$ cat src/rtl/sysarray_feeder.sv
// Operand sequencer for the 4x3 output-stationary sysarray: buffers A/B k-slices,
// clears the array, streams skewed a1..a4 / b1..b3 and pulses done. Optional: SYSARRAY_FEEDER_REPLAY_EN.
module sysarray_feeder #(
    parameter int unsigned data_size = 8,
    parameter int unsigned k_max     = 8
) (
    input  logic                   clk,
    input  logic                   reset,
    input  logic                   ld_valid,
    output logic                   ld_ready,
    input  logic [4*data_size-1:0] ld_a,
    input  logic [3*data_size-1:0] ld_b,
    input  logic                   ld_last,
`ifdef SYSARRAY_FEEDER_REPLAY_EN
    input  logic                   replay,
`endif
    output logic                   arr_clr,
    output logic [data_size-1:0]   a1,
    output logic [data_size-1:0]   a2,
    output logic [data_size-1:0]   a3,
    output logic [data_size-1:0]   a4,
    output logic [data_size-1:0]   b1,
    output logic [data_size-1:0]   b2,
    output logic [data_size-1:0]   b3,
    output logic                   busy,
    output logic                   done
);

    localparam int unsigned PW = (k_max > 1) ? $clog2(k_max) : 1;
    localparam int unsigned KW = $clog2(k_max + 1);
    localparam int unsigned TW = $clog2(k_max + 5);

    typedef enum logic [1:0] {LOAD, CLEAR, FEED, DONE} state_t;

    state_t          state, state_nxt;
    logic [PW-1:0]   wr_ptr;
    logic [KW-1:0]   k_len;
    logic [TW-1:0]   t, t_nxt;
    logic            accept, load_end, start_replay;

    logic [3:0][data_size-1:0] buf_a [k_max];
    logic [2:0][data_size-1:0] buf_b [k_max];

    logic [3:0][data_size-1:0] a_q, a_nxt;
    logic [2:0][data_size-1:0] b_q, b_nxt;
    logic                      clr_nxt, ready_nxt, busy_nxt, done_nxt;

    assign accept   = (state == LOAD) && ld_valid;
    assign load_end = accept && (ld_last || (wr_ptr == PW'(k_max - 1)));

`ifdef SYSARRAY_FEEDER_REPLAY_EN
    logic ran;

    // Replay is only meaningful once a buffer has been fully fed at least once.
    always_ff @(posedge clk or posedge reset) begin
        if (reset)              ran <= 1'b0;
        else if (state == DONE) ran <= 1'b1;
    end

    assign start_replay = (state == LOAD) && !ld_valid && replay && (wr_ptr == '0) && ran;
`else
    assign start_replay = 1'b0;
`endif

    // State register
    always_ff @(posedge clk or posedge reset) begin
        if (reset) state <= LOAD;
        else       state <= state_nxt;
    end

    // Next-state logic
    always_comb begin
        state_nxt = state;
        case (state)
            LOAD:    if (load_end || start_replay) state_nxt = CLEAR;
            CLEAR:   state_nxt = FEED;
            FEED:    if (t == TW'(k_len) + TW'(4)) state_nxt = DONE;
            DONE:    state_nxt = LOAD;
            default: state_nxt = LOAD;
        endcase
    end

    assign t_nxt = (state == FEED) ? t + TW'(1) : '0;

    // Output logic: next values of the registered outputs, skewed by row/column index
    always_comb begin
        logic [TW-1:0] tmi;
        tmi       = '0;
        a_nxt     = '0;
        b_nxt     = '0;
        clr_nxt   = (state_nxt == CLEAR);
        ready_nxt = (state_nxt == LOAD);
        busy_nxt  = (state_nxt != LOAD);
        done_nxt  = (state_nxt == DONE);
        if (state_nxt == FEED) begin
            for (int i = 0; i < 4; i++) begin
                tmi = t_nxt - TW'(i);
                if ((t_nxt >= TW'(i)) && (tmi < TW'(k_len)))
                    a_nxt[2'(i)] = buf_a[PW'(tmi)][2'(i)];
            end
            for (int j = 0; j < 3; j++) begin
                tmi = t_nxt - TW'(j);
                if ((t_nxt >= TW'(j)) && (tmi < TW'(k_len)))
                    b_nxt[2'(j)] = buf_b[PW'(tmi)][2'(j)];
            end
        end
    end

    // Load pointer, captured K and feed counter
    always_ff @(posedge clk or posedge reset) begin
        if (reset) begin
            wr_ptr <= '0;
            k_len  <= '0;
            t      <= '0;
        end else begin
            t <= t_nxt;
            if (accept) wr_ptr <= load_end ? '0 : wr_ptr + PW'(1);
            if (load_end) k_len <= KW'(wr_ptr) + KW'(1);
        end
    end

    // Slice buffer; contents are don't-care after reset
    always_ff @(posedge clk) begin
        if (accept) begin
            buf_a[wr_ptr] <= ld_a;
            buf_b[wr_ptr] <= ld_b;
        end
    end

    // Output registers
    always_ff @(posedge clk or posedge reset) begin
        if (reset) begin
            a_q      <= '0;
            b_q      <= '0;
            arr_clr  <= 1'b0;
            ld_ready <= 1'b1;
            busy     <= 1'b0;
            done     <= 1'b0;
        end else begin
            a_q      <= a_nxt;
            b_q      <= b_nxt;
            arr_clr  <= clr_nxt;
            ld_ready <= ready_nxt;
            busy     <= busy_nxt;
            done     <= done_nxt;
        end
    end

    assign a1 = a_q[0];
    assign a2 = a_q[1];
    assign a3 = a_q[2];
    assign a4 = a_q[3];
    assign b1 = b_q[0];
    assign b2 = b_q[1];
    assign b3 = b_q[2];

endmodule

$ cat config.mk
export PLATFORM = sky130hd
export DESIGN_NAME = sysarray_feeder
export DESIGN_NICKNAME = d
export VERILOG_FILES = /design/src/rtl/sysarray_feeder.sv
export SDC_FILE = /design/constraint.sdc
export NUM_CORES = 1
export LEC_CHECK = 0
export ABC_CLOCK_PERIOD_IN_PS = 3400
export BUFFER_PORTS_ARGS = -buffer_cell sky130_fd_sc_hd__buf_2
export CAP_MARGIN = 10
export CORE_UTILIZATION = 25
export DETAILED_ROUTE_END_ITERATION = 10
export GPL_TIMING_DRIVEN = 0
export PLACE_DENSITY = 0.42
export RECOVER_POWER = 100
export SLEW_MARGIN = 40
export SYNTH_ARGS = -nofsm -noshare
export SYNTH_HDL_FRONTEND = slang
export SYNTH_SLANG_ARGS = --single-unit
$ cat constraint.sdc
create_clock -name clk -period 3.4 [get_ports clk]
set_input_delay 1.02 -clock clk [delete_from_list [all_inputs] [get_ports clk]]
set_output_delay 1.02 -clock clk [all_outputs]
set_load 0.005 [all_outputs]
==> out/qor.yml <==
highest_layer: "met5"
root_buffer: "clkbuf_16"
die_width_um: 221
cp.arrival_ns: 3.36
critical_path.endpoint: "buf_b[0][4]$_DFFE_PP_"
p_leak_nw: 5.24
grt_usage_pct: 13.1
start_util_pct: 25.3
grt_pass1_vias: 7104
port_buffers: 71
route.met3.wl_um: 1580
grt_pass1_wl_um: 47300
finalCritPeriodShare_pct: 93.8
worstSetupStartpoint: "ld_valid"
drt_iter0_drc: 426
yosys.cell_count.top_type: "edfxtp_1"
synth_common_cells: "edfxtp_1 (256), nand2_1 (53), dfrtp_1 (48)"
wirelength_met1_um: 13900
layout_setup_ws_ns: 0.210
tightestPinTransition_ns: 1.68
ys_seq_area_share_pct: 74.1
endpoint_kind: "flip-flop"
dr_wl_met2_um: 15200
drive_gt1_share_pct: 21.0
synth.largest_area_cell: "edfxtp_1"
power_density_nw_per_um2: 927
swShare_pct: 34.4
async_flop_share_pct: 16.1
antenna_found_initial: 2
clock.fmax_mhz: 313
htree_num_levels: 2
finClkSkew_ns: 0.0224
yosys-top-cells-area: "edfxtp_1 (64%), dfrtp_1 (10%), mux4_2 (6.0%)"
dr.pass1.iters: 5
grt_start_max_net_pins: 32
multi_input_area_um2: 2780
placed_area_um2: 13700
netlist_area_um2: 12000
final_cell_area_um2: 14700
status: "complete, but fails checks"
slew_violations: 32
max_slew_margin_pct: -11.9
combPwrFrac_pct: 35.3
seqPwrFrac_pct: 34.4
final_core_utilization_pct: 30.8
rows: 80
critPathLaunchType: "input port"
final_cell_count_no_fill: 1516
power_switching_mw: 4.69
drcViolationCount: 0
io_pins: 120
r2r-start: "state[0]$_DFF_PP0_"
antennaDiodeCount: 0
coreArea_um2: 47600
synth_flop_cell: "edfxtp_1"
post-route-min-period_ns: 3.19
reg2reg_depth: 14
wl_per_cell_um: 20.7
overflow: 0
cts_made_buffers: 38
critPathMaxFanout: 11
hold_viol_final: 0
cts_sinks: 305
clkLatencyLatePin_ns: 0.56
regToRegSetupSlack_ns: 0.24
syn_area_per_cell_um2: 16.8
detailed_place_hpwl_um: 20700
hp-class: "flip-flop to flip-flop"
clockBufferDepth: 3
reg2reg_to: "b2[5]$_DFF_PP0_"
ant_nets: 0
drt-total-wl_um: 31400
fill_cells: 4758
holdWs_ns: 0.554
num_vias: 6744
power.total_mw: 13.6
clock_power_share_pct: 30.2
yosys.area.top_type_share_pct: 63.9
tns_ns: 0
drt-vias-per-instance: 4.45
crit_required_ns: 3.57
final-setup-viol-count: 0
yosys_warnings: 0
ys_ff_latch: 305
dieArea_um2: 49000
synthToLayoutAreaGrowth_pct: 22.0
cts_tree: "done"
regArea_um2: 8910
cap_viol_max_count: 2
failed_checks: "max-capacitance violations, max-slew violations"
cts_hold_buf: 0
dp_slack_ns: -0.969
synth-edff-count: 256
path_clk_slew_ns: 0.05
dp_cells: 1446
gp_congestion: 0.715
final_nets: 945
ys_types: 54
worst-setup-path-type: "input port to flip-flop"
ir_drop_mv: 0.508
die_y_um: 221
synthesis.instances: 715
whs_path_depth: 2
p_int_mw: 8.93
==> layout by cell type (no fill, tap or decap), types with 23 or more instances in the layout <==
cell type | netlist | final
a21oi_1 | 33 | 30
clkbuf_16 | 0 | 38
conb_1 | 1 | 24
nand3_1 | 45 | 45
clkbuf_1 | 19 | 84
dfrtp_1 | 48 | 48
buf_2 | 9 | 29
mux4_2 | 32 | 32
buf_4 | 32 | 34
nand2_1 | 53 | 53
edfxtp_1 | 256 | 256
nor2_1 | 23 | 23
==> cell type report <==
cell class,count,area share (%)
multi-input combinational,356,18.9
tap,615,5.24
timing repair buffer,95,3.32
buffer,60,2.67
clock buffer,50,7.05
clock inverter,20,1.63
sequential,305,60.7
inverter,15,0.485
==> per-layer routing <==
layer / vias to the layer above / GRT usage, %
li1: 3068 / -
met1: 3462 / 17.1
met2: 160 / 21.7
met3: 50 / 2.74
met4: 4 / 4.50
met5: - / 0
==> worst min path at each step <==
stage                         start                   end  slack [ns]
2_1_floorplan  k_len[3]$_DFFE_PP0P_  k_len[3]$_DFFE_PP0P_        0.49
3_3_place_gp   k_len[3]$_DFFE_PP0P_  k_len[3]$_DFFE_PP0P_        0.53
3_5_place_dp   k_len[3]$_DFFE_PP0P_  k_len[3]$_DFFE_PP0P_        0.55
4_1_cts                       reset       a1[5]$_DFF_PP0_        0.39
5_1_grt        k_len[3]$_DFFE_PP0P_  k_len[3]$_DFFE_PP0P_        0.61
6_report       k_len[3]$_DFFE_PP0P_  k_len[3]$_DFFE_PP0P_        0.55
==> state kept, by name (all words and copies together), names as in the netlist, 2 cells and up <==
register and count:
buf_a 128, buf_b 128, a1 8, a2 8
b1 8, b2 8, k_len 4, t 4
wr_ptr 3, state 2
==> timing repair <==
action | CTS | global route
endpoints found under the setup margin | 28 | 12
buffers inserted | 1 | 1
cloned | 0 | 0
gates resized for setup | 13 | 3
pin swaps | 1 | 1
==> power groups by stage <==
stage / clock (mW) / combinational, mW / sequential, mW
floorplan: 0 / 3.11 / 4.75
global placement: 0 / 4.77 / 4.79
detailed placement: 0 / 4.94 / 4.76
CTS: 4.26 / 5.10 / 4.69
global route: 4.39 / 5.32 / 4.74
finish: 4.12 / 4.81 / 4.69
==> worst max-delay path: stages <==
cell	delay (ns)
clkbuf_1	0.24
or3b_2	0.50
nor2_1	0.87
dlymetal6s2s_1	0.70
==> cell families after synthesis <==
logic type | Yosys count | synth area share [%]
muxes | 37 | 6.48
adders and majority gates | 14 | 1.46
xor gates and xnor gates | 7 | 0.634
buffers and inverters | 77 | 3.70
AOI/OAI and AO/OA | 121 | 7.59
DFF | 305 | 74.1
and+or+nand+nor | 153 | 6.06
other | 1 | 0.0312
(Power assumes the default switching activity.)
